$ cat src/rtl/tft_pattern_sched.sv
// Frame-synchronous test-pattern scheduler and RGB565 pixel source for the
// 480x272 TFT timing controller. The pattern changes only at frame starts
// (vsync rising edge), either automatically or by a host/key request. The
// pixel for a requested (pix_x, pix_y) is returned one clk_9m later.
module tft_pattern_sched #(
  parameter logic [7:0]  FRAMES_PER_PAT = 8'd60,
  parameter logic [9:0]  H_VALID        = 10'd480,
  parameter logic [9:0]  BAR_W          = 10'd60,
  parameter logic [15:0] SOLID_RGB      = 16'h001F
) (
  input  logic        clk_9m,
  input  logic        sys_rst,
  input  logic        vsync,
  input  logic [9:0]  pix_x,
  input  logic [9:0]  pix_y,
  input  logic        auto_en,
  input  logic        sw_req,
  input  logic [1:0]  sw_mode,
  output logic        sw_busy,
  output logic        sw_ack,
  output logic [1:0]  cur_mode,
  output logic [15:0] pix_data
);

  typedef enum logic [1:0] {
    S_RUN   = 2'd0,
    S_PEND  = 2'd1,
    S_APPLY = 2'd2
  } state_t;

  // A hold count of 0 behaves like 1: advance on every frame start.
  localparam logic [7:0] FPP_LAST = (FRAMES_PER_PAT == 8'd0) ? 8'd0 : FRAMES_PER_PAT - 8'd1;
  localparam logic [9:0] NO_REQ   = 10'h3FF;

  state_t      state_reg, state_next;
  logic [1:0]  cur_mode_reg, cur_mode_next;
  logic [1:0]  req_mode_reg, req_mode_next;
  logic [7:0]  frame_cnt_reg, frame_cnt_next;
  logic        vsync_d_reg;
  logic [15:0] pix_data_reg, pix_data_next;
  logic        frame_start;

  assign frame_start = vsync & ~vsync_d_reg;

  // State, mode, frame counter and vsync history registers.
  always_ff @(posedge clk_9m or posedge sys_rst) begin
    if (sys_rst) begin
      state_reg     <= S_RUN;
      cur_mode_reg  <= 2'd0;
      req_mode_reg  <= 2'd0;
      frame_cnt_reg <= 8'd0;
      vsync_d_reg   <= 1'b0;
    end else begin
      state_reg     <= state_next;
      cur_mode_reg  <= cur_mode_next;
      req_mode_reg  <= req_mode_next;
      frame_cnt_reg <= frame_cnt_next;
      vsync_d_reg   <= vsync;
    end
  end

  // Request handshake and auto-advance; a pending request blocks auto advance.
  always_comb begin
    state_next     = state_reg;
    cur_mode_next  = cur_mode_reg;
    req_mode_next  = req_mode_reg;
    frame_cnt_next = frame_cnt_reg;
    sw_busy        = 1'b0;
    sw_ack         = 1'b0;
    case (state_reg)
      S_RUN: begin
        if (sw_req) begin
          req_mode_next = sw_mode;
          state_next    = S_PEND;
        end
        if (auto_en && frame_start) begin
          if (frame_cnt_reg == FPP_LAST) begin
            cur_mode_next  = cur_mode_reg + 2'd1;
            frame_cnt_next = 8'd0;
          end else begin
            frame_cnt_next = frame_cnt_reg + 8'd1;
          end
        end
      end
      S_PEND: begin
        sw_busy = 1'b1;
        if (frame_start) begin
          state_next = S_APPLY;
        end
      end
      S_APPLY: begin
        sw_ack         = 1'b1;
        cur_mode_next  = req_mode_reg;
        frame_cnt_next = 8'd0;
        state_next     = S_RUN;
      end
      default: begin
        state_next = S_RUN;
      end
    endcase
  end

  // Colour-bar index from a thermometer of column thresholds (no divider).
  logic [6:0] bar_ge;
  logic [2:0] bar_idx;
  logic [15:0] bar_rgb;

  for (genvar gi = 0; gi < 7; gi++) begin : g_bar
    localparam logic [10:0] BAR_EDGE = 11'(BAR_W * (gi + 1));
    assign bar_ge[gi] = ({1'b0, pix_x} >= BAR_EDGE);
  end

  // Highest threshold crossed gives the bar number, then look up its colour.
  always_comb begin
    bar_idx = 3'd0;
    for (int i = 0; i < 7; i++) begin
      if (bar_ge[i]) begin
        bar_idx = 3'(i + 1);
      end
    end
    case (bar_idx)
      3'd0:    bar_rgb = 16'hFFFF;
      3'd1:    bar_rgb = 16'hFFE0;
      3'd2:    bar_rgb = 16'h07FF;
      3'd3:    bar_rgb = 16'h07E0;
      3'd4:    bar_rgb = 16'hF81F;
      3'd5:    bar_rgb = 16'hF800;
      3'd6:    bar_rgb = 16'h001F;
      default: bar_rgb = 16'h0000;
    endcase
  end

  // Pattern mux; no request or columns past the active width give black.
  always_comb begin
    pix_data_next = 16'h0000;
    if ((pix_x != NO_REQ) && (pix_y != NO_REQ) && (pix_x < H_VALID)) begin
      case (cur_mode_reg)
        2'd0:    pix_data_next = bar_rgb;
        2'd1:    pix_data_next = {pix_x[8:4], pix_x[8:3], pix_x[8:4]};
        2'd2:    pix_data_next = (pix_x[5] ^ pix_y[5]) ? 16'hFFFF : 16'h0000;
        default: pix_data_next = SOLID_RGB;
      endcase
    end
  end

  // One-cycle pixel pipeline matching the controller's early request.
  always_ff @(posedge clk_9m or posedge sys_rst) begin
    if (sys_rst) begin
      pix_data_reg <= 16'h0000;
    end else begin
      pix_data_reg <= pix_data_next;
    end
  end

  assign cur_mode = cur_mode_reg;
  assign pix_data = pix_data_reg;

endmodule

$ cat config.mk
export PLATFORM = sky130hd
export DESIGN_NAME = tft_pattern_sched
export DESIGN_NICKNAME = d
export VERILOG_FILES = /design/src/rtl/tft_pattern_sched.sv
export SDC_FILE = /design/constraint.sdc
export NUM_CORES = 1
export LEC_CHECK = 0
export ABC_AREA = 0
export CAP_MARGIN = 0
export CELL_PAD_IN_SITES_DETAIL_PLACEMENT = 0
export CELL_PAD_IN_SITES_GLOBAL_PLACEMENT = 1
export CORE_ASPECT_RATIO = 0.8
export CORE_MARGIN = 5
export CORE_UTILIZATION = 36
export DETAILED_ROUTE_END_ITERATION = 7
export GPL_ROUTABILITY_DRIVEN = 1
export PLACE_DENSITY_LB_ADDON = 0.15
export REMOVE_ABC_BUFFERS = 1
export SLEW_MARGIN = 20
export SYNTH_ARGS = -nofsm -noshare
export SYNTH_HDL_FRONTEND = slang
export SYNTH_SLANG_ARGS = --single-unit
$ cat constraint.sdc
create_clock -name clk_9m -period 2 [get_ports clk_9m]
set_input_delay 0.4 -clock clk_9m [delete_from_list [all_inputs] [get_ports clk_9m]]
set_output_delay 0.4 -clock clk_9m [all_outputs]
set_load 0.1 [all_outputs]
Yosys cells after proc, flatten, opt, wreduce, memory -nomap -nowiden --
Index checks and enable logic that the tools add are counted.
Word-level totals: bits in registers 31, input bits 27, output and inout port bits 20
Operators by class: add/subtract/negate cells 2, order comparisons 8, eq/ne operators 17, multiplexer cells 22, bitwise logic cells 3, reduce and logical (&&, ||, !) cells 11
Operator list (number):
- $pmux W16 S7 | 1
- $pmux W16 S3 | 1
- $mux W16 | 2
- $ge A10 B9 Y1 const B | 3
- $ge A10 B8 Y1 const B | 2
- $ne A10 B10 Y1 const B | 2
- $mux W3 | 6
- $mux W8 | 2
- $pmux W8 S2 | 1
- $ge A10 B6 Y1 const B | 1
- $ge A10 B7 Y1 const B | 1
- $lt A10 B9 Y1 const B | 1
- $eq A3 B3 Y1 const B | 3
- $add A8 B1 Y8 const B | 1
- $eq A8 B6 Y1 const B | 1
- $mux W2 | 4
- $ne A2 B2 Y1 const B | 4
- $pmux W2 S2 | 2
- $eq A3 B2 Y1 const B | 2
- $reduce_and A2 Y1 | 3
- $eq A2 B1 Y1 const B | 2
- $eq A2 B2 Y1 const B | 2
- $logic_not A2 Y1 | 2
- $eq A3 B1 Y1 const B | 1
- other kinds (9) | 13

Depth between registers and ports, before layout --
depth after elaboration 12, depth in mapped cells 7, mapped depth without buffers 5

Worst setup path before layout --
No wires, ideal clock.
path kind reg2out, start point reg state_reg[1], end point out sw_busy, arrival time 1.855 ns, setup slack -0.255 ns, cell stages (with the launch flop) 3, cells stage by stage dfrtp_1 > buf_2 > nor2b_1
On the way: cells in the longest elaborated chain, start to end 2
Ends and longest elaborated chain:
- from (decl) | line 35 | state_t state_reg, state_next;
- from (signal assigned) | line 54 | state_reg <= state_next;
- $eq A2 B1 Y1 | line 70 | case (state_reg)
- $mux W1 | line 70
- to (decl) | line 19 | output logic sw_busy,
No other way between the ends.

Worst setup path after layout --
start point in pix_x[3], end point reg pix_data_reg[2] (netlist: pix_data[2])
On the way: cells in the longest elaborated chain, start to end 12, elaborated cells on any way between the ends 28, those cells by class order compare (8); eq/ne (7); mux (10); reduce/logical (3)
Ends and longest elaborated chain:
- from (decl) | line 14 | input logic [9:0] pix_x,
- $ge A10 B6 Y1 | line 110 | assign bar_ge[gi] = ({1'b0, pix_x} >= BAR_EDGE);
- $mux W1 | line 117 | if (bar_ge[i]) begin
- $mux W3 (6 in series) | line 117
- $eq A3 B3 Y1, or another cell as far along | line 121 | case (bar_idx)
- $pmux W16 S7 | line 121
- $pmux W16 S3 | line 137 | case (cur_mode_reg)
- $mux W16 * | line 136 | if ((pix_x != NO_REQ) && (pix_y != NO_REQ) && (pix_x < H_VALID)) begin
- named net pix_data_next[2] | line 40 | logic [15:0] pix_data_reg, pix_data_next;
- to (signal assigned) | line 151 | pix_data_reg <= pix_data_next;
- to (decl) | line 40
The timed path passes the listed nets; every way through them passes the cells marked *. A chain may end at the register's enable or synchronous reset.

==> results.md <==
* Core area at ~4600 sq um
* # DRC at 0
* Slew headroom at about two thirds
* Clk buf depth at 2
* Switching part of the total at slightly above 50%
* P_int at between 1500 and 2000 uW
* Ratio of final minimum period to clock period at between 90 and 100%
* Reg power frac at a little over a quarter
* Critical Path AT at 2.01 ns
* Largest net degree at the start of global routing at 32
* Max_cap viols at 0
* HP Class: input port to async pin
* Multi-input logic area at approximately 840 sq um
* Switch Pwr at between 1500 and 2000 uW
* CP max FO at 7
* Reg2Reg Setup Slack at between 0.2 and 0.25 ns
* HPWL Detailed at 3.119 mm
* Register area at 775.7 sq um
* Worst VDD drop at roughly 1100 uV
* Clk_lat worst skew at roughly 0.29 ns
* Mux cell area share after synthesis at under 10%
* Yosys warns at 0
* Unrepaired setup endpoints after global routing: no
* Synth Register Bits at 31
* Worst-path clk slew at approximately 0.07 ns
* Worst R2R Start: cur_mode[1]
* Fin crit period at ~1.9 ns
* Synth Area in Adders at between 3 and 4%
* Cts hold-fix bufs at 0
* First-pass GRT wire length at about 7 mm
* Worst reg-to-reg path cell count at 4
* CTS buffer count at 5
* Setup crit end kind: flip-flop
* PnR Total Power at around 3500 uW
* Leakage at around 0.0010 uW
* Largest family of logic cells by synthesized area: compound AO/OA/AOI/OAI gates
* Setup CP Type: input port to flip-flop
* CTS tree: yes
* Post-CTS Resized at 0
* Setup bufs post-CTS at 0
* Clock Skew at 0.008569 ns
* Diode count at 0
* Die X at between 80 and 90 um
* Die Span Y at between 70 and 80 um
* Mapped Area at approximately 1700 sq um
* Gpl congestion at 0.8120
* IO Pins at between 40 and 50
* XOR/XNOR Fraction of Synth Area at approximately 4.1%
* Vias in the first global route at around 1500
* Max FFs per register at 16
* Post-synthesis simple-gate area fraction at between 10% and 20%
* Antenna violations before repair at 0
* WL final at slightly above 4 mm
* Placed Cells incl. Taps at 270
* Gr ovfl total at 0
* Post-synthesis cell count at about 170
* Via count at 1472
* Initial Utilization at 37.34%
* CP Data Required Time at roughly 2.2 ns
* Die Area at around 6300 sq um
* Fmax at roughly 0.54 GHz
* Synthesis-to-finish area growth at 38.05%
* Reg-to-reg endpoint: pix_data[2]
* ANT nets after route at 0
* Global Route Usage Sum at between 10 and 15%
* Vias per cell at 5.295
* Complex-gate fraction of the synthesized area at between 20% and 30%
* Nets at 249
* Mean Syn Cell Area at between 10 and 15 sq um
* Final cell count without fillers at around 280
* Pre-Repair DR Iteration Count at 4
* Final Hold Vio Count at 0
* Initial DRC Count at 70
* Clock power frac at between 10% and 20%
* Slew Limit Fails at 0
* WL per Instance at 14.76 um
* Worst-Margin Slew at 0.5259 ns
* Startpoint types: input port
* Status: completed
* Root buffer cell: clkbuf_8
* IO buf count at 44
* H-tree levels at 2
* Row count at 22
* # fillers at between 400 and 500
* Ratio of cells with drive above 1 in the final layout at between 20% and 30%
* TritonCTS Sinks at 31
* Power per cell area at 1483 nW/um^2
* Yosys cell types at between 50 and 60
* Logic gate share of total power at 55.3%
* Sequential-to-total area share from yosys stat at 45.19%
* Final Util at approximately 52%
* Number of setup violations in the final report at 0
## synthesized netlist by cell type (all sizes together)
library cell	instances	area, sq um
a21o	1	7.510
o21ai	5	25.02
and4	3	26.28
nand4b	1	8.760
nor2	10	40.04
a311oi	1	8.760
a32o	1	10.01
nor3	2	15.01
mux2i	1	10.01
a221oi	5	50.04
and3	2	13.77
and2	1	6.260
xnor2	2	17.52
clkbuf	2	7.510
nor3b	1	7.510
o21a	2	15.01
o221ai	1	15.01
and3b	1	8.760
o31ai	1	12.51
a211o	1	8.760
a21oi	21	112.6
buf	11	72.56
mux2	2	22.52
or2	1	6.260
nand3b	1	7.510
or3	1	6.260
a211oi	10	75.07
nand2	4	15.01
o211ai	2	15.01
nand4	4	25.02
o2111ai	3	26.28
ha	5	62.56
nor2b	3	26.27
inv	7	26.28
and4bb	1	12.51
nand3	4	20.02
a31o	2	17.52
dfrtp	31	775.7
xor2	6	52.55
o211a	1	10.01
a31oi	1	6.260
a41oi	1	8.760
## layout make-up
class,instances,share of cell area [%]
clock inverters,2,1.478
repair buffers,57,22.70
multi-input cells,115,35.32
clock buffers,6,3.485
flip-flops and latches,31,32.73
inverters,7,1.109
well taps,60,3.168
## worst max-delay path, stage by stage
cell,delay (ns)
clkdlybuf4s50_1,0.53
nor3_2,0.23
o2111ai_1,0.19
a31o_1,0.30
a221oi_1,0.37
## through the flow
| step | hold slack, ns | area (sq um) | worst slack [ns] | setup TNS (ns) |
|---|---|---|---|---|
| floorplan | 0.4314 | 1637 | -0.7226 | -7.866 |
| global placement | 0.4768 | 2250 | -0.01295 | -0.03009 |
| detailed placement | 0.5029 | 2250 | -0.08992 | -0.2734 |
| CTS | 0.5019 | 2367 | 0.09661 | 0 |
| global route | 0.5510 | 2370 | 0.08158 | 0 |
| finish | 0.4906 | 2370 | 0.1446 | 0 |
## per-layer routing
layer	track usage, %	wire [um]	vias to the layer above
met5	0	0	-
met4	5.281	62	0
met3	3.678	338	9
met2	20.98	1656	61
met1	21.26	2045	677
li1	-	-	725
## worst max path at each step
stage,to,depth (start not counted),from,slack [ns]
3_3_place_gp,pix_data[3],5,pix_x[3],-0.01
6_report,pix_data[2],5,pix_x[3],0.14
5_1_grt,sw_ack,3,state_reg[1],0.08
2_1_floorplan,frame_cnt_reg[2],4,state_reg[1],-0.72
3_5_place_dp,pix_data[2],5,pix_x[3],-0.09
4_1_cts,sw_ack,3,state_reg[1],0.1
## placed cells by master (no fill, tap or decap), types with 2 or more instances in the layout
master / instances
xor2_1: 6
o2111ai_1: 3
o211ai_1: 2
clkbuf_8: 6
a21oi_2: 2
a211oi_1: 10
buf_4: 29
mux2_2: 2
nand3_1: 4
o21a_1: 2
a31o_1: 2
clkdlybuf4s50_1: 24
inv_1: 7
xnor2_1: 2
nand4_1: 4
and4_1: 3
nor2_1: 9
buf_12: 4
o21ai_1: 2
a21oi_1: 19
ha_1: 5
o21ai_0: 3
nand2_1: 4
a221oi_1: 4
dfrtp_1: 31
## cell families (layout without fill, tap and decap cells)
logic type	count (synthesis)	count (layout)
compound gates	59	59
xor+xnor	8	8
fa+ha+maj	5	5
buf+inv	20	72
flops	31	31
mux	3	3
simple gates	40	40
## power by group through the flow
| stage | logic (uW) | registers (uW) | clock network (uW) |
|---|---|---|---|
| 6_report | 1940 | 921 | 651 |
| 5_1_grt | 2040 | 953 | 689 |
| 4_1_cts | 1950 | 924 | 662 |
| 2_1_floorplan | 529 | 1810 | 0 |
| 3_5_place_dp | 1940 | 935 | 0 |
| 3_3_place_gp | 1910 | 924 | 0 |
No activity file was read; power rests on OpenSTA's default activity.
